## src/rtl/xgxs_pcs_pkg.sv

```systemverilog
// Shared XGXS PCS constants: XGMII idle byte, idle code-groups, sequencer states
// and the idle-pattern LFSR definition.
package xgxs_pcs_pkg;

   localparam logic [7:0] XGMII_IDLE = 8'h07;
   localparam logic [7:0] CG_K       = 8'hBC;  // K28.5
   localparam logic [7:0] CG_R       = 8'h1C;  // K28.0
   localparam logic [7:0] CG_A       = 8'h7C;  // K28.3
   localparam logic [7:0] CG_ERR     = 8'h00;  // data byte sent alongside bad_code

   typedef enum logic {
      IDLE_FIRST = 1'b0,
      IDLE_RUN   = 1'b1
   } idle_state_e;

   // x^7 + x^6 + 1, Fibonacci form, feedback shifted into bit 0
   localparam int LFSR_W      = 7;
   localparam int LFSR_TAP_HI = 6;
   localparam int LFSR_TAP_LO = 5;
   localparam int LFSR_RK_BIT = 4;
   localparam int LFSR_SPC_W  = 4;

   function automatic logic [LFSR_W-1:0] lfsr_next(input logic [LFSR_W-1:0] s);
      return {s[LFSR_W-2:0], s[LFSR_TAP_HI] ^ s[LFSR_TAP_LO]};
   endfunction

endpackage

```

## src/rtl/xgxs_idle_lfsr.sv

```systemverilog
// Idle-pattern LFSR: provides the R/K select bit and the /A/ spacing nibble.
// Shared by the transmit sequencer and the receive-side idle checker.
module xgxs_idle_lfsr
   import xgxs_pcs_pkg::*;
#(
   parameter logic [LFSR_W-1:0] SEED = 7'h7F
) (
   input  logic                  clk,
   input  logic                  rst,
   input  logic                  en,
   output logic                  rk_bit,
   output logic [LFSR_SPC_W-1:0] spacing
);

   logic [LFSR_W-1:0] lfsr;

   always_ff @(posedge clk or posedge rst) begin
      if (rst) begin
         lfsr <= SEED;
      end else if (en) begin
         lfsr <= lfsr_next(lfsr);
      end
   end

   assign rk_bit  = lfsr[LFSR_RK_BIT];
   assign spacing = lfsr[LFSR_SPC_W-1:0];

endmodule

```

## src/rtl/xgxs_tx_idle_seq.sv

```systemverilog
// XGXS transmit column sequencer: XGMII idle columns become ||A||/||K||/||R||,
// data passes through, unsupported control bytes become error code-groups.
module xgxs_tx_idle_seq
   import xgxs_pcs_pkg::*;
#(
   parameter int                LANES     = 4,
   parameter int                A_MIN     = 16,
   parameter logic [LFSR_W-1:0] LFSR_SEED = 7'h7F
) (
   input  logic                 clk,
   input  logic                 rst,
   input  logic [8*LANES-1:0]   txd,
   input  logic [LANES-1:0]     txc,
   input  logic [LANES-1:0]     err_inj,
   output logic [8*LANES-1:0]   enc_data,
   output logic [LANES-1:0]     enc_konstant,
   output logic [LANES-1:0]     enc_bad_code,
   output logic [LANES-1:0]     enc_bad_disp,
   output logic                 a_sent
);

   localparam logic [4:0] A_BASE = 5'(A_MIN - 1);

   idle_state_e           state, state_nxt;
   logic [4:0]            a_cnt, a_cnt_nxt;
   logic                  rk_bit;
   logic [LFSR_SPC_W-1:0] spacing;
   logic [LANES-1:0]      lane_idle;
   logic                  col_idle;
   logic                  send_a;
   logic [7:0]            cg;
   logic [8*LANES-1:0]    data_d;
   logic [LANES-1:0]      konst_d;
   logic [LANES-1:0]      bad_d;

   xgxs_idle_lfsr #(.SEED(LFSR_SEED)) u_lfsr (
      .clk     (clk),
      .rst     (rst),
      .en      (1'b1),
      .rk_bit  (rk_bit),
      .spacing (spacing)
   );

   assign col_idle = &lane_idle;

   // Column-level idle decision; a_cnt runs through data so /A/ spacing is kept.
   always_comb begin
      state_nxt = state;
      send_a    = 1'b0;
      cg        = CG_K;
      if (col_idle) begin
         state_nxt = IDLE_RUN;
         if (a_cnt == 5'd0) begin
            send_a = 1'b1;
            cg     = CG_A;
         end else if (state == IDLE_RUN && rk_bit) begin
            cg = CG_R;
         end
      end else begin
         state_nxt = IDLE_FIRST;
      end

      if (send_a) begin
         a_cnt_nxt = A_BASE + {1'b0, spacing};
      end else if (a_cnt != 5'd0) begin
         a_cnt_nxt = a_cnt - 5'd1;
      end else begin
         a_cnt_nxt = 5'd0;
      end
   end

   for (genvar n = 0; n < LANES; n++) begin : g_lane
      logic [7:0] lane_byte;
      logic [7:0] d;
      logic       k;
      logic       bc;

      assign lane_byte    = txd[8*n +: 8];
      assign lane_idle[n] = txc[n] && (lane_byte == XGMII_IDLE);

      always_comb begin
         d  = CG_ERR;
         k  = 1'b0;
         bc = 1'b0;
         if (err_inj[n]) begin
            bc = 1'b1;
         end else if (col_idle) begin
            d = cg;
            k = 1'b1;
         end else if (!txc[n]) begin
            d = lane_byte;
         end else if (lane_idle[n]) begin
            // idle lane inside a non-idle column never carries /A/ or /R/
            d = CG_K;
            k = 1'b1;
         end else begin
            bc = 1'b1;
         end
      end

      assign data_d[8*n +: 8] = d;
      assign konst_d[n]       = k;
      assign bad_d[n]         = bc;
   end

   always_ff @(posedge clk or posedge rst) begin
      if (rst) begin
         state        <= IDLE_FIRST;
         a_cnt        <= 5'd0;
         enc_data     <= '0;
         enc_konstant <= '0;
         enc_bad_code <= '0;
         a_sent       <= 1'b0;
      end else begin
         state        <= state_nxt;
         a_cnt        <= a_cnt_nxt;
         enc_data     <= data_d;
         enc_konstant <= konst_d;
         enc_bad_code <= bad_d;
         a_sent       <= send_a;
      end
   end

   assign enc_bad_disp = '0;

endmodule

```

## config.mk

```make
export PLATFORM = sky130hd
export DESIGN_NAME = xgxs_tx_idle_seq
export DESIGN_NICKNAME = d
export VERILOG_FILES = /design/src/rtl/xgxs_pcs_pkg.sv /design/src/rtl/xgxs_idle_lfsr.sv /design/src/rtl/xgxs_tx_idle_seq.sv
export SDC_FILE = /design/constraint.sdc
export NUM_CORES = 1
export LEC_CHECK = 0
export BUFFER_PORTS_ARGS = -buffer_cell sky130_fd_sc_hd__buf_2
export CAP_MARGIN = 15
export CORE_AREA = 5 5 76 78
export DETAILED_ROUTE_END_ITERATION = 16
export DIE_AREA = 0 0 81 83
export HOLD_SLACK_MARGIN = 0.1
export PLACE_DENSITY = 0.78
export SYNTH_ARGS = -nofsm -noshare
export SYNTH_HDL_FRONTEND = slang
export SYNTH_HIERARCHICAL = 1
export SYNTH_SLANG_ARGS = --single-unit
```

## constraint.sdc

```tcl
create_clock -name clk -period 2.28 [get_ports clk]
set_input_delay 0.456 -clock clk [delete_from_list [all_inputs] [get_ports clk]]
set_output_delay 0.456 -clock clk [all_outputs]
set_load 0.02 [all_outputs]
```

# --- Yosys cells after proc, flatten, opt, wreduce, memory -nomap -nowiden ---
# Cells that the tools add are included.
totals:
  reg_bits: 54
  output_inout_bits: 45
classes:
  n_addsub: 2
  n_eq_ne: 4
  mux: 55
  bitwise: 1
  reduce_logical: 8
ops:
  columns: ["operator", "count"]
  rows:
  - ["$mux W8", 18]
  - ["$mux W1", 35]
  - ["$eq A8 B3 Y1 const B", 4]
  - ["$mux W5", 2]
  - ["$add A4 B4 Y5 const A", 1]
  - ["$logic_and A1 B1 Y1", 5]
  - ["$logic_not A5 Y1", 1]
  - ["$reduce_bool A5 Y1", 1]
  - ["$sub A5 B1 Y5 const B", 1]
  - ["$reduce_and A4 Y1", 1]
  - ["$xor A1 B1 Y1", 1]

# --- Logic depth before layout (Yosys ltp) ---
depth:
  word_depth: 6
  ltp_mapped: 7
  depth_no_buf: 6

# --- By module ---
# Netlist, hierarchy kept.
modules_own_cells:
  columns: ["module", "instances", "cells_each", "area_each_um2"]
  rows:
  - ["xgxs_tx_idle_seq", 1, 195, 2050.7]
  - ["xgxs_idle_lfsr", 1, 22, 336.6]

# --- Worst setup path before layout ---
# No wires, ideal clock.
synth_path:
  path_type: "input to register"
  from: "input port txd[20]"
  to: "register enc_data[21]"
  setup_time_ps: 119
  arrival_time_ps: 2141
  slack_ps: 20
  path_stages: 6
  cell_sequence: "or4_1 or2_1 or4_4 buf_6 buf_8 o21a_1"
synth_via:
  elab_chain_len: 6
  word_cells_on_any_way: 7
  cone_classes: "1 x eq/ne; 4 x mux; 2 x reduce/logical"
synth_rtl:
  columns: ["item", "line", "rtl"]
  rows:
  - ["from (decl)", "xgxs_tx_idle_seq.sv:12", "input logic [8*LANES-1:0] txd,"]
  - ["$eq A8 B3 Y1 (*)", "xgxs_tx_idle_seq.sv:79", "assign lane_idle[n] = txc[n] && (lane_byte == XGMII_IDLE);"]
  - ["$logic_and A1 B1 Y1 (*)", "xgxs_tx_idle_seq.sv:79", null]
  - ["$mux W8", "xgxs_tx_idle_seq.sv:92", "end else if (lane_idle[n]) begin"]
  - ["$mux W8", "xgxs_tx_idle_seq.sv:90", "end else if (!txc[n]) begin"]
  - ["$mux W8 (*)", "xgxs_tx_idle_seq.sv:87", "end else if (col_idle) begin"]
  - ["$mux W8 (*)", "xgxs_tx_idle_seq.sv:85", "if (err_inj[n]) begin"]
  - ["via g_lane[2].d[5]", "xgxs_tx_idle_seq.sv:74", "logic [7:0] d;"]
  - ["to (signal assigned)", "xgxs_tx_idle_seq.sv:117", "enc_data <= data_d;"]
  - ["to (decl)", "xgxs_tx_idle_seq.sv:15", "output logic [8*LANES-1:0] enc_data,"]
# The timed path passes the listed nets; every way through them passes the cells marked *.

# --- Worst setup path after layout ---
layout_path:
  from: "input port txd[20]"
  to: "register a_cnt[4]"
layout_via:
  elab_chain_len: 5
layout_rtl:
  columns: ["item", "line", "rtl"]
  rows:
  - ["$eq A8 B3 Y1", "xgxs_tx_idle_seq.sv:79", null]
  - ["$logic_and A1 B1 Y1", "xgxs_tx_idle_seq.sv:79", null]
  - ["$reduce_and A4 Y1", "xgxs_tx_idle_seq.sv:44", "assign col_idle = &lane_idle;"]
  - ["$mux W1", "xgxs_tx_idle_seq.sv:51", "if (col_idle) begin"]
  - ["$mux W5", "xgxs_tx_idle_seq.sv:63", "if (send_a) begin"]
  - ["via a_cnt_nxt[4]", "xgxs_tx_idle_seq.sv:25", "logic [4:0] a_cnt, a_cnt_nxt;"]
  - ["to (signal assigned)", "xgxs_tx_idle_seq.sv:116", "a_cnt <= a_cnt_nxt;"]
  - ["to (decl)", "xgxs_tx_idle_seq.sv:25", null]
# The timed path passes the listed nets, and every way through them passes these cells.

==> metrics.yaml <==
timing:
  finalHoldViolCount: 0
  skew_ns: 0.00574
  tns_ns: 0
  max-slew-margin-rel_pct: 61.4
  setup_viol: 0
  fmax_ghz: 0.496
  slew_viol_final: 0
  fin_crit_sh_pct: 88.4
  rsz0062_at_grt: "false"
  worst_pin_slew_ns: 0.578
  layout_min_cycle_time_ns: 2.02
floorplanning:
  dieArea_mm2: 0.00672
  ios: 87
  num_rows: 26
  die_h_um: 83
  start_util_pct: 47.7
  core_mm2: 0.00501
  die_x_um: 81
run:
  max_cap_viol_count: 0
clock_network:
  post_cts.repair.setup_buffers: 0
  cts_resized: 0
  clk_pin_slew_worst_paths_ns: 0.09
  cts_tree: "yes"
  ctsHoldBuffers: 0
  clockBufferDepth: 2
  h-tree-depth: 2
  cts-root-buf: "clkbuf_8"
  clk_latency_ns: 0.30
  cts_made_buffers: 5
  cts_sinks: 54
synthesis:
  ys_ff_latch: 54
  synthFlopType: "dfrtp_1"
  ys_types: 40
  synth_cells: 217
  syn_avg_cell_area_um2: 11.0
  synth_edf_count: 0
  yosysWarningCount: 6
  synth.cell_area_mm2: 0.00239
  ys_seq_area_share_pct: 57.0
  synth-async-reset-ratio_pct: 100
cells_and_area:
  diodes: 0
  synthToLayoutAreaGrowth_pct: 23.9
  fin_util_pct: 59.0
  drive_gt1_share_pct: 39.9
  nets: 346
detailed_routing:
  drc_errors: 0
  wl_um: 5330
  ant_nets: 0
  viasPerCell: 4.89
  wire_per_inst_um: 14.3
  detail_route.iter0.violations: 78
  vias: 1823
  firstDrtPassIters: 4
placed_design:
  dp_hpwl_um: 4200
  place_congestion: 0.874
  io_buffers: 82
power:
  p_int_w: 0.00169
  power_frac_comb_pct: 23.9
  p_leak_nw: 1.56
  seqPwrFrac_pct: 50.7
  ir_drop_v: 0.000490
  clkPwrFrac_pct: 25.4
  netSwitchingFraction_pct: 28.7
  power.switching_w: 0.000681
  powerDensity_mw_per_mm2: 801
setup_path:
  critPathLaunch: "txd[20]"
  r2r_start: "a_cnt[0]$_DFF_PP0_"
  reg2regPathDepth: 6
  criticalPathCategory: "in -> reg"
  arrival_ns: 2.23
  end_kind: "flip-flop"
  worst-path-max-fanout: 14
  startpoint_type: "primary input"
  crit_required_ns: 2.50
grt:
  grt.total_usage_pct: 16.3
  grt_pass1_wl_um: 8580
  antenna_found_initial: 0
  gr-total-overflow: 0
  grt_pass1_vias: 1774
  grt_max_degree: 30
status:
  status: "finished clean"
hold_path:
  min_path_type: "in -> async"
cell usage after synthesis (2+ instances only):
master	count	area share (%)
buf_4	8	2.5
o31ai_1	2	0.63
conb_1	2	0.31
dfstp_2	7	7.7
o31ai_2	4	2.1
and3_1	2	0.52
nand3_1	6	1.3
clkbuf_1	5	0.79
inv_1	11	1.7
xnor2_1	4	1.5
a21o_1	5	1.6
ha_1	2	1.0
nor2_1	33	5.2
nand2_1	14	2.2
mux2_4	6	3.8
dfrtp_1	47	49
nand2b_1	4	1.0
and4b_1	2	0.84
buf_6	2	0.94
a21oi_1	10	2.1
nor3_1	4	0.84
nor4_1	3	0.79
o21a_1	7	2.2
a311oi_1	2	0.73
and2_1	10	2.6
worst paths after layout:
kind,endpoint,slack (ns)
setup / recovery,a_cnt[4]$_DFF_PP0_,0.26
hold / removal,a_cnt[2]$_DFF_PP0_,0.21
setup reg to reg,enc_data[29]$_DFF_PP0_,0.27
hold reg to reg,a_cnt[4]$_DFF_PP0_,0.51
max in group asynchronous,enc_data[30]$_DFF_PP0_,1.48
min in group clk,enc_data[0]$_DFF_PP0_,0.37
logic make-up (layout without fill, tap and decap cells):
| logic type | after synthesis | in the layout | share of synthesized area, % |
|---|---|---|---|
| compound gates | 33 | 33 | 10.8 |
| xor+xnor | 5 | 5 | 1.83 |
| fa+ha+maj | 2 | 2 | 1.05 |
| buf+inv | 27 | 110 | 6.60 |
| flops | 54 | 54 | 57.0 |
| mux | 6 | 6 | 3.77 |
| other cells | 2 | 5 | 0.315 |
| simple gates | 88 | 88 | 18.6 |
power groups by stage:
stage | Combinational (W) | Clock, W | Sequential (W)
2_1_floorplan | 0.000443 | 0 | 0.00121
3_3_place_gp | 0.000549 | 0 | 0.00121
3_5_place_dp | 0.000570 | 0 | 0.00122
4_1_cts | 0.000574 | 0.000613 | 0.00120
5_1_grt | 0.000632 | 0.000668 | 0.00121
6_report | 0.000566 | 0.000602 | 0.00120
worst max-delay path: stages:
cell,delay [ns]
buf_2,0.10
or4_1,0.54
or2_1,0.26
or4_4,0.61
o31ai_1,0.25
layout by cell type (no fill, tap or decap), drive strengths merged, types with 2 or more instances in the layout:
cell     n
conb     5
dfstp    7
and2    10
ha       2
and3     2
xnor2    4
nor3     4
clkbuf   8
nand2   14
and4b    2
inv     11
or4      2
o31ai    7
o21a     7
a21oi   10
a21o     5
buf     91
nor4     3
mux2     6
nor2    33
or2      2
dfrtp   47
a311oi   2
nand3    6
nand2b   4
registers in the layout, indices dropped and copies added (netlist names):
register      cells
a_cnt             5
a_sent            1
enc_bad_code      4
enc_data         32
enc_konstant      4
state             1
u_lfsr/lfsr       7
metrics by stage:
step / setup WS (ns) / cell area (um2) / power, W / cells / hold slack [ns]
2_1_floorplan: 0.0200 / 2400 / 0.00166 / 220 / 0.462
3_3_place_gp: -0.0418 / 2850 / 0.00176 / 365 / 0.481
3_5_place_dp: -0.0444 / 2850 / 0.00179 / 365 / 0.498
4_1_cts: 0.251 / 2960 / 0.00239 / 373 / 0.232
5_1_grt: 0.160 / 2960 / 0.00251 / 373 / 0.257
6_report: 0.265 / 2960 / 0.00237 / 373 / 0.215
layout make-up:
type	instances	area, um2
Multi-Input combinational cell	139	881
Tap cell	70	87.6
Clock buffer	8	110
Inverter	11	41.3
Fill cell	465	2050
Sequential cell	54	1360
Timing Repair Buffer	91	478
per-layer routing:
metal  routed length [um]  GRT usage, %
met5                    0             0
met4                   73          4.76
met3                  445          4.98
met2                 2550          25.8
met1                 2270          21.4
(Power assumes the default switching activity.)
